## config.mk

```make
export PLATFORM = sky130hd
export DESIGN_NAME = onehot_event_gen
export DESIGN_NICKNAME = d
export VERILOG_FILES = /design/src/rtl/onehot_event_gen.sv
export SDC_FILE = /design/constraint.sdc
export NUM_CORES = 1
export LEC_CHECK = 0
export CAP_MARGIN = 20
export CORE_MARGIN = 3
export CORE_UTILIZATION = 55
export CTS_CLUSTER_SIZE = 30
export DETAILED_ROUTE_END_ITERATION = 10
export PLACE_DENSITY = 0.73
export SLEW_MARGIN = 20
export SYNTH_ARGS = -nofsm -noshare
export SYNTH_HDL_FRONTEND = slang
export SYNTH_SLANG_ARGS = --single-unit
```

## constraint.sdc

```tcl
create_clock -name clk -period 4.3 [get_ports clk]
set_clock_uncertainty 0.15 [all_clocks]
set_input_delay 0.86 -clock clk [delete_from_list [all_inputs] [get_ports clk]]
set_output_delay 0.86 -clock clk [all_outputs]
set_load 0.05 [all_outputs]
```

## src/rtl/onehot_event_gen.sv

```systemverilog
// onehot_event_gen: four raw push-button lines -> synchronise, debounce,
// rising-edge detect -> pending bits -> highest-index arbiter -> event FIFO.
// Presents one one-hot press event at a time on d_out with a valid/ready handshake.
// Optional build macro ONEHOT_EVT_DROP_OLDEST_EN: when defined, a push into a
// full FIFO with no pop overwrites the oldest entry (newest events retained);
// when undefined, the push is withheld and the event waits in pending.
module onehot_event_gen #(
  parameter int unsigned DEBOUNCE_CYCLES = 16,
  parameter int unsigned CNT_W           = 5,
  parameter int unsigned FIFO_DEPTH      = 4,
  parameter int unsigned AW              = 2
) (
  input  logic       clk,
  input  logic       rst_n,
  input  logic [3:0] btn,
  output logic [3:0] d_out,
  output logic       d_valid,
  input  logic       d_ready,
  output logic       fifo_full,
  output logic       overflow,
  input  logic       ovf_clr
);

  localparam int unsigned     NL        = 4;
  localparam logic [CNT_W-1:0] CNT_MAX  = CNT_W'(DEBOUNCE_CYCLES - 1);
  localparam logic [AW:0]      DEPTH_CNT = (AW+1)'(FIFO_DEPTH);

  // Synchroniser and debounce state
  logic [NL-1:0]    s1;
  logic [NL-1:0]    s2;
  logic [NL-1:0]    stable;
  logic [CNT_W-1:0] cnt [NL];

  // Event bookkeeping
  logic [NL-1:0]    rise;
  logic [NL-1:0]    pending;
  logic [NL-1:0]    pending_next;
  logic [NL-1:0]    clr;
  logic [1:0]       sel;
  logic [3:0]       push_word;
  logic             has_pend;
  logic             push;
  logic             pop;
  logic             drop;
  logic             merge_loss;
  logic             full;

  // FIFO storage
  logic [3:0]       mem [FIFO_DEPTH];
  logic [AW-1:0]    rd_ptr;
  logic [AW-1:0]    wr_ptr;
  logic [AW:0]      count;

  // Two-flop synchroniser per button line
  always_ff @(posedge clk) begin
    if (!rst_n) begin
      s1 <= '0;
      s2 <= '0;
    end else begin
      s1 <= btn;
      s2 <= s1;
    end
  end

  // Debounce: accept a level change after DEBOUNCE_CYCLES consecutive differing samples
  always_ff @(posedge clk) begin
    if (!rst_n) begin
      stable <= '0;
      for (int unsigned i = 0; i < NL; i++) begin
        cnt[i] <= '0;
      end
    end else begin
      for (int unsigned i = 0; i < NL; i++) begin
        if (s2[i] != stable[i]) begin
          if (cnt[i] == CNT_MAX) begin
            stable[i] <= s2[i];
            cnt[i]    <= '0;
          end else begin
            cnt[i] <= cnt[i] + CNT_W'(1);
          end
        end else begin
          cnt[i] <= '0;
        end
      end
    end
  end

  // Press detect: the stable level is about to go 0->1 on this edge
  always_comb begin
    rise = '0;
    for (int unsigned i = 0; i < NL; i++) begin
      rise[i] = s2[i] && !stable[i] && (cnt[i] == CNT_MAX);
    end
  end

  // Arbiter: highest pending index wins; decide push/pop/drop for this edge
  always_comb begin
    sel = '0;
    for (int unsigned i = 0; i < NL; i++) begin
      if (pending[i]) begin
        sel = 2'(i);
      end
    end
    has_pend  = |pending;
    full      = (count == DEPTH_CNT);
    pop       = d_valid && d_ready;
`ifdef ONEHOT_EVT_DROP_OLDEST_EN
    push      = has_pend;
    drop      = has_pend && full && !pop;
`else
    push      = has_pend && (!full || pop);
    drop      = 1'b0;
`endif
    push_word = 4'b0001 << sel;
    clr       = push ? push_word : '0;
    // A press landing on the line being cleared survives: it re-sets pending, no loss
    merge_loss   = |(rise & pending & ~clr);
    pending_next = (pending & ~clr) | rise;
  end

  // Pending press register
  always_ff @(posedge clk) begin
    if (!rst_n) begin
      pending <= '0;
    end else begin
      pending <= pending_next;
    end
  end

  // FIFO pointers and occupancy; a drop advances both pointers and keeps count
  always_ff @(posedge clk) begin
    if (!rst_n) begin
      rd_ptr <= '0;
      wr_ptr <= '0;
      count  <= '0;
    end else begin
      if (pop || drop) begin
        rd_ptr <= rd_ptr + AW'(1);
      end
      if (push) begin
        wr_ptr <= wr_ptr + AW'(1);
      end
      if (push && !pop && !drop) begin
        count <= count + (AW+1)'(1);
      end else if (pop && !push) begin
        count <= count - (AW+1)'(1);
      end
    end
  end

  // FIFO storage write
  always_ff @(posedge clk) begin
    if (rst_n && push) begin
      mem[wr_ptr] <= push_word;
    end
  end

  // Sticky overflow: a loss on this edge beats a clear request
  always_ff @(posedge clk) begin
    if (!rst_n) begin
      overflow <= 1'b0;
    end else if (merge_loss || drop) begin
      overflow <= 1'b1;
    end else if (ovf_clr) begin
      overflow <= 1'b0;
    end
  end

  // Outputs decoded from registered FIFO state only
  always_comb begin
    d_valid   = (count != '0);
    fifo_full = (count == DEPTH_CNT);
    d_out     = d_valid ? mem[rd_ptr] : '0;
  end

endmodule

```

## Word-level counts from Yosys, hierarchy flattened

Memory sizes are Yosys's and may differ from the RTL's. A register that Yosys moved wholly into a read port is not among the register bits.
Index checks and enable logic that the tools add are counted.

- Add/sub/neg operators: 8
- Muxes and demuxes: 70
- Shift-type cells: 1
- Equal/unequal tests: 9
- Reductions and logical operators: 30
- Bitwise gates (word level): 17

Operators with widths:

| cell | number |
|---|---|
| 5-bit two-way mux | 12 |
| 1-bit two-way mux | 50 |
| 5-bit by 1-bit adder with 5-bit output, second input constant | 4 |
| 5-bit by 4-bit == test with 1-bit output, second input constant | 4 |
| 1-bit logical AND | 13 |
| 4-bit bitwise AND | 3 |
| 1-bit bitwise OR | 12 |
| 2-bit two-way mux | 4 |
| 4-bit two-way mux | 2 |
| 2-bit AND reduction | 4 |
| 4-bit OR reduction | 2 |
| 1-bit logical NOT | 7 |
| 3-bit two-way mux | 2 |
| 2-bit by 1-bit adder with 2-bit output, second input constant | 2 |
| 1-bit != test | 4 |
| 4-bit inverter | 1 |
| 4-bit bitwise OR | 1 |
| 2-bit nonzero test | 2 |
| 1-bit by 2-bit left shift with 4-bit output, first input constant | 1 |
| 3-bit by 1-bit adder with 3-bit output, second input constant | 1 |
| 3-bit == test, second input constant | 1 |
| 3-bit nonzero test | 1 |
| 3-bit by 1-bit subtractor with 3-bit output, second input constant | 1 |
| 1-bit logical OR | 1 |

- Input bits: 8
- Output and inout bits: 7
- Logic and storage cells: 148
- Flip-flop bits (word level): 24
- Memory bits (writable): 36
- Memories kept: 2

Memory list:

| memory | depth | bits a word | rd ports | clocked after memory_dff | wr ports | line | source |
|---|---|---|---|---|---|---|---|
| cnt | 4 | 5 | 4 | 0 | 4 | 32 | `logic [CNT_W-1:0] cnt [NL];` |
| mem | 4 | 4 | 1 | 1 | 1 | 49 | `logic [3:0] mem [FIFO_DEPTH];` |

## Depth between registers and ports, before layout

Gate-level depths: netlist (run 1).

- Word-level depth: 9
- Mapped depth: 9
- Gate-level depth less buffers: 8

## Least setup slack after synthesis (run 1)

OpenSTA, ideal clock, no wires.

- Path type: input port to flip-flop
- Start point: in d_ready
- End point: reg count[2]
- Setup time: 0.076 ns
- Cell stages on the path: 8
- Required time: 4.074 ns
- Path buffers: 0
- Arrival: 2.366 ns
- Slack: 1.708 ns
- Path through: nor4b_4 -> a21oi_2 -> ha_1 -> inv_1 -> fa_1 -> xor2_1 -> or3_1 -> a21boi_0

- Word-level cells in the longest chain between the ends: 6
- Elaborated cells between the ends (all ways): 9
- Classes of those cells: 1 x mux; 8 x reduce/logical

RTL lines:

| item | line | source |
|---|---|---|
| from (decl) | 18 | `input logic d_ready,` |
| 1-bit logical AND * | 106 | `pop = d_valid && d_ready;` |
| 1-bit logical OR | 111 | `push = has_pend && (!full \|\| pop);` |
| 1-bit logical AND | 111 |  |
| 1-bit logical NOT | 145 | `end else if (pop && !push) begin` |
| 1-bit logical AND | 145 |  |
| 2-bit nonzero test (no line) | n/a |  |
| to (signal assigned) | 144 | `count <= count + (AW+1)'(1);` |
| to (signal assigned) | 146 | `count <= count - (AW+1)'(1);` |
| to (decl) | 52 | `logic [AW:0] count;` |

Mark *: on every way between the ends. The rest lies on a longest branch, timed or not.
A chain may end at the register's enable or synchronous reset.

==> flow_summary.yaml, run 1 <==
run_status:
  status: "finished, final reports clean"
placement:
  routabilityCongestion: 0.741
  dp_hpwl_um: 2920
  io_buffers: 14
  post-place-cells: 320
  place_ws_ps: 908
final_layout:
  seq_area_sq_mm: 0.00160
  nFillCells: 394
  syn_to_final_growth_pct: 17.2
  fin_util_pct: 67.8
  n_antenna_cell: 0
  drive_gt1_share_pct: 8.18
  fin_nets: 290
  fin_cells: 336
  multi_input_area_sq_mm: 0.00113
synth:
  synth_cells: 226
  seq_area_frac_synth_pct: 57.9
  synth_edf_count: 36
  syn_avg_cell_area_sq_um: 12.2
  synth_cell_type_count: 38
  synth_warnings: 0
  synth_ff_type: "edfxtp_1"
  synthArstFlopShare_pct: 0
  synth-seq-cells: 62
  syn_area_sq_mm: 0.00277
power_and_ir_drop:
  pwr_density_cell_mw_per_mm2: 523
  total_leakage_power_uw: 0.00129
  totalPowerFinal_uw: 1700
  vdd_drop_max_mv: 0.306
cts:
  tritoncts: "built"
  cts_buffers: 9
  htree_levels: 3
  cts_max_path_buffers: 2
  clkTransAtPathRegs_ps: 60
  hold_buffers: 0
  cts.sinks: 62
  clock-root-buffer: "clkbuf_8"
  ctsResizeCount: 0
  clk_latency_ps: 330
  post_cts_buffers: 0
routing:
  num_vias: 1618
  drtIter0Drc: 79
  routed_via_density: 4.82
  drt-total-wl_um: 3970
  post-route-drc-count: 0
  drtAntennaViolNets: 0
  dr.pass1.iters: 4
  avgRoutedWirePerCell_um: 11.8
floorplanning:
  io_pins: 15
  die_h_um: 76.9
  core_area_sq_mm: 0.00479
  start_util_pct: 57.8
  dieArea_sq_mm: 0.00592
  std_cell_rows: 25
  die-width_um: 76.9
sta:
  period_minus_slack_ps: 3190
  worst_pin_slew_ps: 606
  tns_ps: 0
  rsz0062_at_grt: "no"
  finalWorstSetupSlack_ps: 1110
  hold_viol: 0
  fin_crit_sh_pct: 74.1
  slew-limit-headroom_pct: 59.3
  finalSetupViolCount: 0
  fmax_mhz: 314
  maxSlewViolCount: 0
setup_path:
  cp-start-kind: "flop"
  cp_data_required_time_ps: 3290
  crit_type: "reg2out"
  arrival_ps: 2180
  cpPeakStageDelay_ps: 690
  critPathTopFamily: "buffers and inverters"
  r2r_slack_ps: 1700
  crit_slowest_cell: "clkdlybuf4s50_1"
  r2r-start: "pending[3]"
  critPathCaptureType: "output port"
  crit_path_max_fanout: 4
  crit_buf_inv: 1
  rr_worst_depth: 8
  timing.rr.end: "count[2]"
  worstPathCellList: "mux4_2 > and2_1 > clkdlybuf4s50_1"
global_route:
  grt_use_total_pct: 16.2
  antenna_found_initial: 0
  grt_start_max_net_pins: 21
  gr-total-overflow: 0
  grt_pass1_vias: 1663
  grt_pass1_wl_um: 7280
hold_path:
  worst_hold_startpoint: "s1[3]"
  whs_endpoint: "s2[3]"
  min_path_cells: 1
  hp-class: "reg2reg"
job:
  maxCapViolations: 0
per-stage QoR:
| step | cell area [sq um] | hold slack [ps] |
|---|---|---|
| floorplan | 2840 | 262 |
| global placement | 3030 | 265 |
| detailed placement | 3030 | 274 |
| CTS | 3240 | 291 |
| global route | 3240 | 304 |
| finish | 3240 | 289 |
registers in the layout (all words and copies together) (netlist names), named ones only:
register  cells
s1            4
rd_ptr        2
count         3
mem          16
cnt          20
stable        4
overflow      1
pending       4
wr_ptr        2
s2            4
cell usage after synthesis (3+ instances only):
cell / n / area share (%)
nand2_1: 6 / 0.81
a21oi_1: 5 / 0.90
a21boi_0: 3 / 0.81
clkbuf_1: 5 / 0.68
and3_1: 11 / 2.5
nor2b_1: 8 / 1.8
mux4_2: 4 / 3.3
inv_1: 18 / 2.4
nor2_1: 20 / 2.7
nand3_1: 5 / 0.90
dfxtp_1: 26 / 19
ha_1: 17 / 7.7
edfxtp_1: 36 / 39
xnor2_1: 8 / 2.5
xor2_1: 5 / 1.6
a31oi_1: 4 / 0.90
and2_1: 17 / 3.8
kinds of logic (layout without fill, tap and decap cells):
group                    Yosys count  count (layout)  synth area share [%]
buffers and inverters             25              49                  3.93
other                              1              20                 0.135
adder cells (fa/ha/maj)           18              18                  8.41
AND/OR/NAND/NOR                   79              79                  16.3
AO/OA/AOI/OAI                     22              22                  5.29
XOR/XNOR                          13              13                  4.11
flip-flops                        62              62                  57.9
multiplexers                       6               6                  3.98
how the worst max path moves through the flow:
stage / to / slack [ps] / cells past startpoint
after floorplan: count[2] / 1710 / 8
after global placement: count[2] / 960 / 9
after detailed placement: count[2] / 910 / 9
after CTS: d_out[0] / 1070 / 3
after global routing: d_out[3] / 1010 / 3
final: d_out[0] / 1110 / 3
cells in the final DEF (no fill, tap or decap), types with 6 or more instances in the layout:
cell             count
dfxtp_1             26
nor2_1              20
clkbuf_8            10
clkdlybuf4s50_1     14
nand2_1              6
and2_1              17
inv_1               18
nor2b_1              8
conb_1              20
ha_1                17
and3_1              11
edfxtp_1            36
xnor2_1              8
routing by layer:
layer  global-route usage [%]  vias to the layer above  share of wire (%)
met2                     26.1                       24                 49
met3                     4.58                       10                4.1
met5                        0                        -                  0
li1                         -                      845                  -
met4                     11.4                        0                3.2
met1                     18.6                      739                 44
final cells by class:
cell class                 count  area share (%)
clock buffer                  11            4.36
clock inverter                 5            2.24
inverter                      18            2.08
multi-input combinational    158            34.8
sequential                    62            49.4
tap                           67            2.58
timing repair buffer          15            4.55
where the power goes:
| part | switching (uW) | internal, uW |
|---|---|---|
| logic | 263 | 183 |
| registers | 45.0 | 662 |
| clock network | 207 | 337 |
| total | 515 | 1180 |
Note: power is estimated with default switching activity, not from simulation.
==> run 2: changes to the inputs <==
==> constraint.sdc (replaced) <==
create_clock -name clk -period 3 [get_ports clk]
set_clock_uncertainty 0.15 [all_clocks]
set_input_delay 0.6 -clock clk [delete_from_list [all_inputs] [get_ports clk]]
set_output_delay 0.6 -clock clk [all_outputs]
set_load 0.05 [all_outputs]
==> run 2 against run 1 <==
Sequential share of layout area is 0.53 points lower. Die area stayed put. Worst hold slack worse by 7.5 ps. Setup slack worse by 870 ps. Highest routed layer unchanged.
==> flow_summary.yaml, run 2 (synthesis gave the netlist of run 1 again) <==
final_layout:
  fin_cells: 340
  fin_nets: 294
  multi_input_area_sq_mm: 0.00113
  final_cell_mix: "edfxtp_1, dfxtp_1, nor2_1, conb_1, inv_1"
  final_common_cell: "edfxtp_1"
  nFillCells: 366
  largest_register_ffs: 20
  seq_area_sq_mm: 0.00160
  n_antenna_cell: 0
  drive_gt1_share_pct: 10.3
  regMostFlops: "cnt"
  top_regs: "cnt (20), mem (16)"
  syn_to_final_growth_pct: 18.4
power_and_ir_drop:
  internal-power_uw: 1660
  total_leakage_power_uw: 0.00138
  sw_frac_of_total_pct: 30.7
  pwr_density_cell_mw_per_mm2: 731
  comb_power_share_pct: 26.9
  clock_power_share_pct: 30.8
  p_sw_uw: 735
  power_frac_seq_pct: 42.2
  vdd_drop_max_mv: 0.443
setup_path:
  r2r_slack_ps: 480
  arrival_ps: 2000
  rr_worst_depth: 8
  cp-endpoint: "d_valid"
  worstPathCellList: "or3_1 > clkdlybuf4s50_1"
  crit_path_max_fanout: 7
  critPathCaptureType: "output port"
  crit_slowest_cell: "clkdlybuf4s50_1"
  cp-start-kind: "flop"
  cpPeakStageDelay_ps: 860
  cp-startpoint: "count[0]"
  cp_data_required_time_ps: 2250
  crit_type: "reg2out"
  r2r-start: "count[0]"
  timing.rr.end: "count[2]"
cts:
  hold_buffers: 0
  clkTransAtPathRegs_ps: 60
  htree_levels: 3
  cts_buffers: 9
  clock-root-buffer: "clkbuf_8"
  cts_max_path_buffers: 2
  tritoncts: "built"
  cts.sinks: 62
  clk_latency_ps: 320
routing:
  num_vias: 1637
  avgRoutedWirePerCell_um: 11.1
  drtAntennaViolNets: 0
  dr.pass1.iters: 4
  post-route-drc-count: 0
  routed_via_density: 4.81
  drt-total-wl_um: 3780
  drtIter0Drc: 61
global_route:
  grt_start_max_net_pins: 20
  gr-total-overflow: 0
  grt_pass1_vias: 1609
  antenna_found_initial: 0
  grt_pass1_wl_um: 6640
  grt_use_total_pct: 14.2
sta:
  fmax_mhz: 364
  worst_pin_slew_ps: 631
  period_minus_slack_ps: 2750
  whs_ps: 281
  finalWorstSetupSlack_ps: 249
  slew-limit-headroom_pct: 57.6
  fin_crit_sh_pct: 91.7
  hold_viol: 0
  rsz0062_at_grt: "no"
  tns_ps: 0
  finalSetupViolCount: 0
  maxSlewViolCount: 0
floorplanning:
  start_util_pct: 57.8
  std_cell_rows: 25
  die_h_um: 76.9
  dieArea_sq_mm: 0.00592
  die-width_um: 76.9
  io_pins: 15
  core_area_sq_mm: 0.00479
hold_path:
  hp-class: "reg2reg"
placement:
  io_buffers: 14
  routabilityCongestion: 0.754
  place_ws_ps: 196
  dp_hpwl_um: 2730
  post-place-cells: 324
run_status:
  status: "finished, final reports clean"
job:
  maxCapViolations: 0
==> run 2: layout make-up <==
cell class	instances	share of cell area [%]
clock inverter	4	1.34
clock buffer	12	5.04
inverter	18	2.06
sequential	62	48.9
tap	67	2.56
timing repair buffer	19	5.73
multi-input combinational	158	34.4
==> run 2: timing repair <==
item / 4_1_cts / 5_1_grt
setup buffers: 0 / 0
endpoints found under the setup margin: 0 / 4
resized for setup: 0 / 4
==> run 2: power by group through the flow <==
stage | clock network [uW] | registers, uW | logic, uW
after floorplan | 0 | 1020 | 514
after global placement | 0 | 1030 | 648
after detailed placement | 0 | 1030 | 654
after CTS | 755 | 1010 | 655
after global routing | 798 | 1020 | 690
final | 738 | 1010 | 645
==> run 2: per-stage QoR <==
step	cell area, sq um	utilization, %	power (uW)
2_1_floorplan	2840	-	1530
3_3_place_gp	3060	63.9	1680
3_5_place_dp	3060	63.9	1690
4_1_cts	3270	68.3	2420
5_1_grt	3280	68.5	2510
6_report	3280	68.5	2400
==> run 2: routing by layer <==
layer,part of all wire (%),up-vias,global-route usage [%]
met3,2.8,8,3.52
met4,2.0,0,8.70
met1,46,757,16.4
li1,-,851,-
met2,49,21,23.9
met5,0,-,0
==> run 2: worst min path at each step <==
| stage | from | endpoint | slack (ps) | cells after the start |
|---|---|---|---|---|
| after CTS | s1[0] | s2[0] | 280 | 1 |
| after floorplan | s1[0] | s2[0] | 260 | 1 |
| after global placement | s1[0] | s2[0] | 260 | 1 |
| after detailed placement | s1[0] | s2[0] | 270 | 1 |
| after global routing | s1[0] | s2[0] | 290 | 1 |
| final | s1[0] | s2[0] | 280 | 1 |
==> run 2: worst max-delay path, delay by kind of cell (launching register included) <==
kind          cells  cell delay [ps]
buf+inv           1              860
flops             1              470
simple gates      1              340
==> run 3: changes to the inputs <==
--- a/config.mk
+++ b/config.mk
@@ -6,6 +6,7 @@
 export NUM_CORES = 1
 export LEC_CHECK = 0
 export CAP_MARGIN = 20
+export CORE_ASPECT_RATIO = 2
 export CORE_MARGIN = 3
 export CORE_UTILIZATION = 55
 export CTS_CLUSTER_SIZE = 30
==> run 3 against run 2 <==
Setup slack got worse by 16 ps. Clock power rose by 33%. Non-clock buffer count rose by 1. Combinational power barely moved. Via count rose by 1.9%. Fmax fell by 0.58%. Highest routed layer unchanged.
==> flow_summary.yaml, run 3 (synthesis gave the netlist of run 1 again) <==
routing:
  post-route-drc-count: 0
  drtIter0Drc: 27
  dr.pass1.iters: 3
  routed_via_density: 5.07
  wl_met3_um: 97
  wl_met1_um: 1630
  drtAntennaViolNets: 0
  avgRoutedWirePerCell_um: 13.6
  drt-total-wl_um: 4460
  num_vias: 1668
  maxUsedRoutingLayer: "met4"
  met2_length_um: 2570
job:
  maxCapViolations: 0
sta:
  period_minus_slack_ps: 2770
  maxSlewViolCount: 0
  tns_ps: 0
  hold_viol: 0
  fmax_mhz: 361
  whs_ps: 290
  fin_crit_sh_pct: 92.2
  finalSetupViolCount: 0
  rsz0062_at_grt: "no"
  worst_pin_slew_ps: 725
  finalWorstSetupSlack_ps: 233
  slew-limit-headroom_pct: 51.3
placement:
  io_buffers: 14
  place_ws_ps: 145
  dp_hpwl_um: 3290
  place_area_sq_mm: 0.00305
  routabilityCongestion: 0.765
floorplanning:
  core_area_sq_mm: 0.00473
  start_util_pct: 58.5
  die-width_um: 56.2
  dieArea_sq_mm: 0.00597
  io_pins: 15
  die_h_um: 106
  std_cell_rows: 35
setup_path:
  crit_slowest_cell: "clkdlybuf4s50_1"
  r2r-start: "count[0]"
  arrival_ps: 2020
  crit_path_max_fanout: 7
  r2r_slack_ps: 480
  rr_worst_depth: 8
  cp-start-kind: "flop"
  cpPeakStageDelay_ps: 860
  timing.rr.end: "count[2]"
  crit_type: "reg2out"
  worstPathCellList: "or3_1 > clkdlybuf4s50_1"
  cp_data_required_time_ps: 2250
  critPathCaptureType: "output port"
cts:
  clk_latency_ps: 340
  cts_max_path_buffers: 2
  cts.sinks: 62
  hold_buffers: 0
  htree_levels: 3
  cts_buffers: 9
  post_cts_buffers: 0
  tritoncts: "built"
  clock-root-buffer: "clkbuf_8"
  ctsResizeCount: 0
  clkTransAtPathRegs_ps: 60
power_and_ir_drop:
  p_sw_uw: 766
  clock_power_share_pct: 37.1
  total_leakage_power_uw: 0.00141
  power_frac_seq_pct: 38.4
  sw_frac_of_total_pct: 29.1
  vdd_drop_max_mv: 0.858
  internal-power_uw: 1870
  pwr_density_cell_mw_per_mm2: 791
  comb_power_share_pct: 24.5
final_layout:
  final_cell_mix: "edfxtp_1, dfxtp_1, nor2_1, conb_1, inv_1"
  nFillCells: 350
  fin_nets: 295
  final_common_cell: "edfxtp_1"
  n_antenna_cell: 0
  top_regs: "cnt (20), mem (16)"
  syn_to_final_growth_pct: 20.4
  drive_gt1_share_pct: 10.9
  regMostFlops: "cnt"
  stdcell_area_sq_mm: 0.00333
  largest_register_ffs: 20
run_status:
  status: "finished, final reports clean"
hold_path:
  whs_endpoint: "s2[2]"
  min_path_cells: 1
  hp-class: "reg2reg"
  worst_hold_startpoint: "s1[2]"
global_route:
  grt_pass1_vias: 1823
  grt_start_max_net_pins: 15
  grt_use_total_pct: 17.4
  grt_pass1_wl_um: 7820
  gr-total-overflow: 0
  antenna_found_initial: 0
[run 3: cell count changes in the layout (fill, tap and decap cells not counted), sizes merged]
cell      delta
buf          +1
bufinv       +3
clkbuf       -2
clkinvlp     +1
clkinv       -2
[run 3: power groups by stage]
stage | clock [uW] | combinational (uW) | sequential, uW
6_report | 978 | 646 | 1010
5_1_grt | 1030 | 695 | 1020
4_1_cts | 992 | 659 | 1020
3_5_place_dp | 0 | 657 | 1030
3_3_place_gp | 0 | 649 | 1030
2_1_floorplan | 0 | 514 | 1020
[run 3: area by class of cell]
class	instances	area (sq um)	area share [%]
well taps	55	68.8	2.07
repair buffers	20	195	5.86
clock inverters	6	133	3.98
multi-input cells	158	1130	33.9
clock buffers	10	138	4.13
flip-flops and latches	62	1600	48.1
inverters	18	67.6	2.03
[run 3: critical path, delay by kind of cell, from the launching register on]
family                 cells  cell delay, ps
buffers and inverters      1             860
flip-flops                 1             470
AND/OR/NAND/NOR            1             350
[run 3: worst max path at each step]
stage	end	startpoint	slack, ps	cells after the start
4_1_cts	d_out[0]	flop	3	3
3_5_place_dp	count[2]	d_ready	140	9
6_report	d_valid	count[0]	230	2
2_1_floorplan	count[2]	count[0]	620	9
3_3_place_gp	count[2]	d_ready	230	9
5_1_grt	d_valid	count[0]	150	2
[run 3: routing by layer]
layer | vias to the layer above | track usage [%]
met5 | - | 0
met4 | 0 | 13.4
met3 | 12 | 2.55
met2 | 19 | 32.0
met1 | 786 | 16.5
li1 | 851 | -
[run 3: through the flow]
stage          cells  power [uW]  util, %
3_3_place_gp     313        1680     64.5
4_1_cts          329        2670     70.2
5_1_grt          329        2740     70.4
6_report         329        2640     70.4
3_5_place_dp     313        1690     64.5
2_1_floorplan    245        1530        -
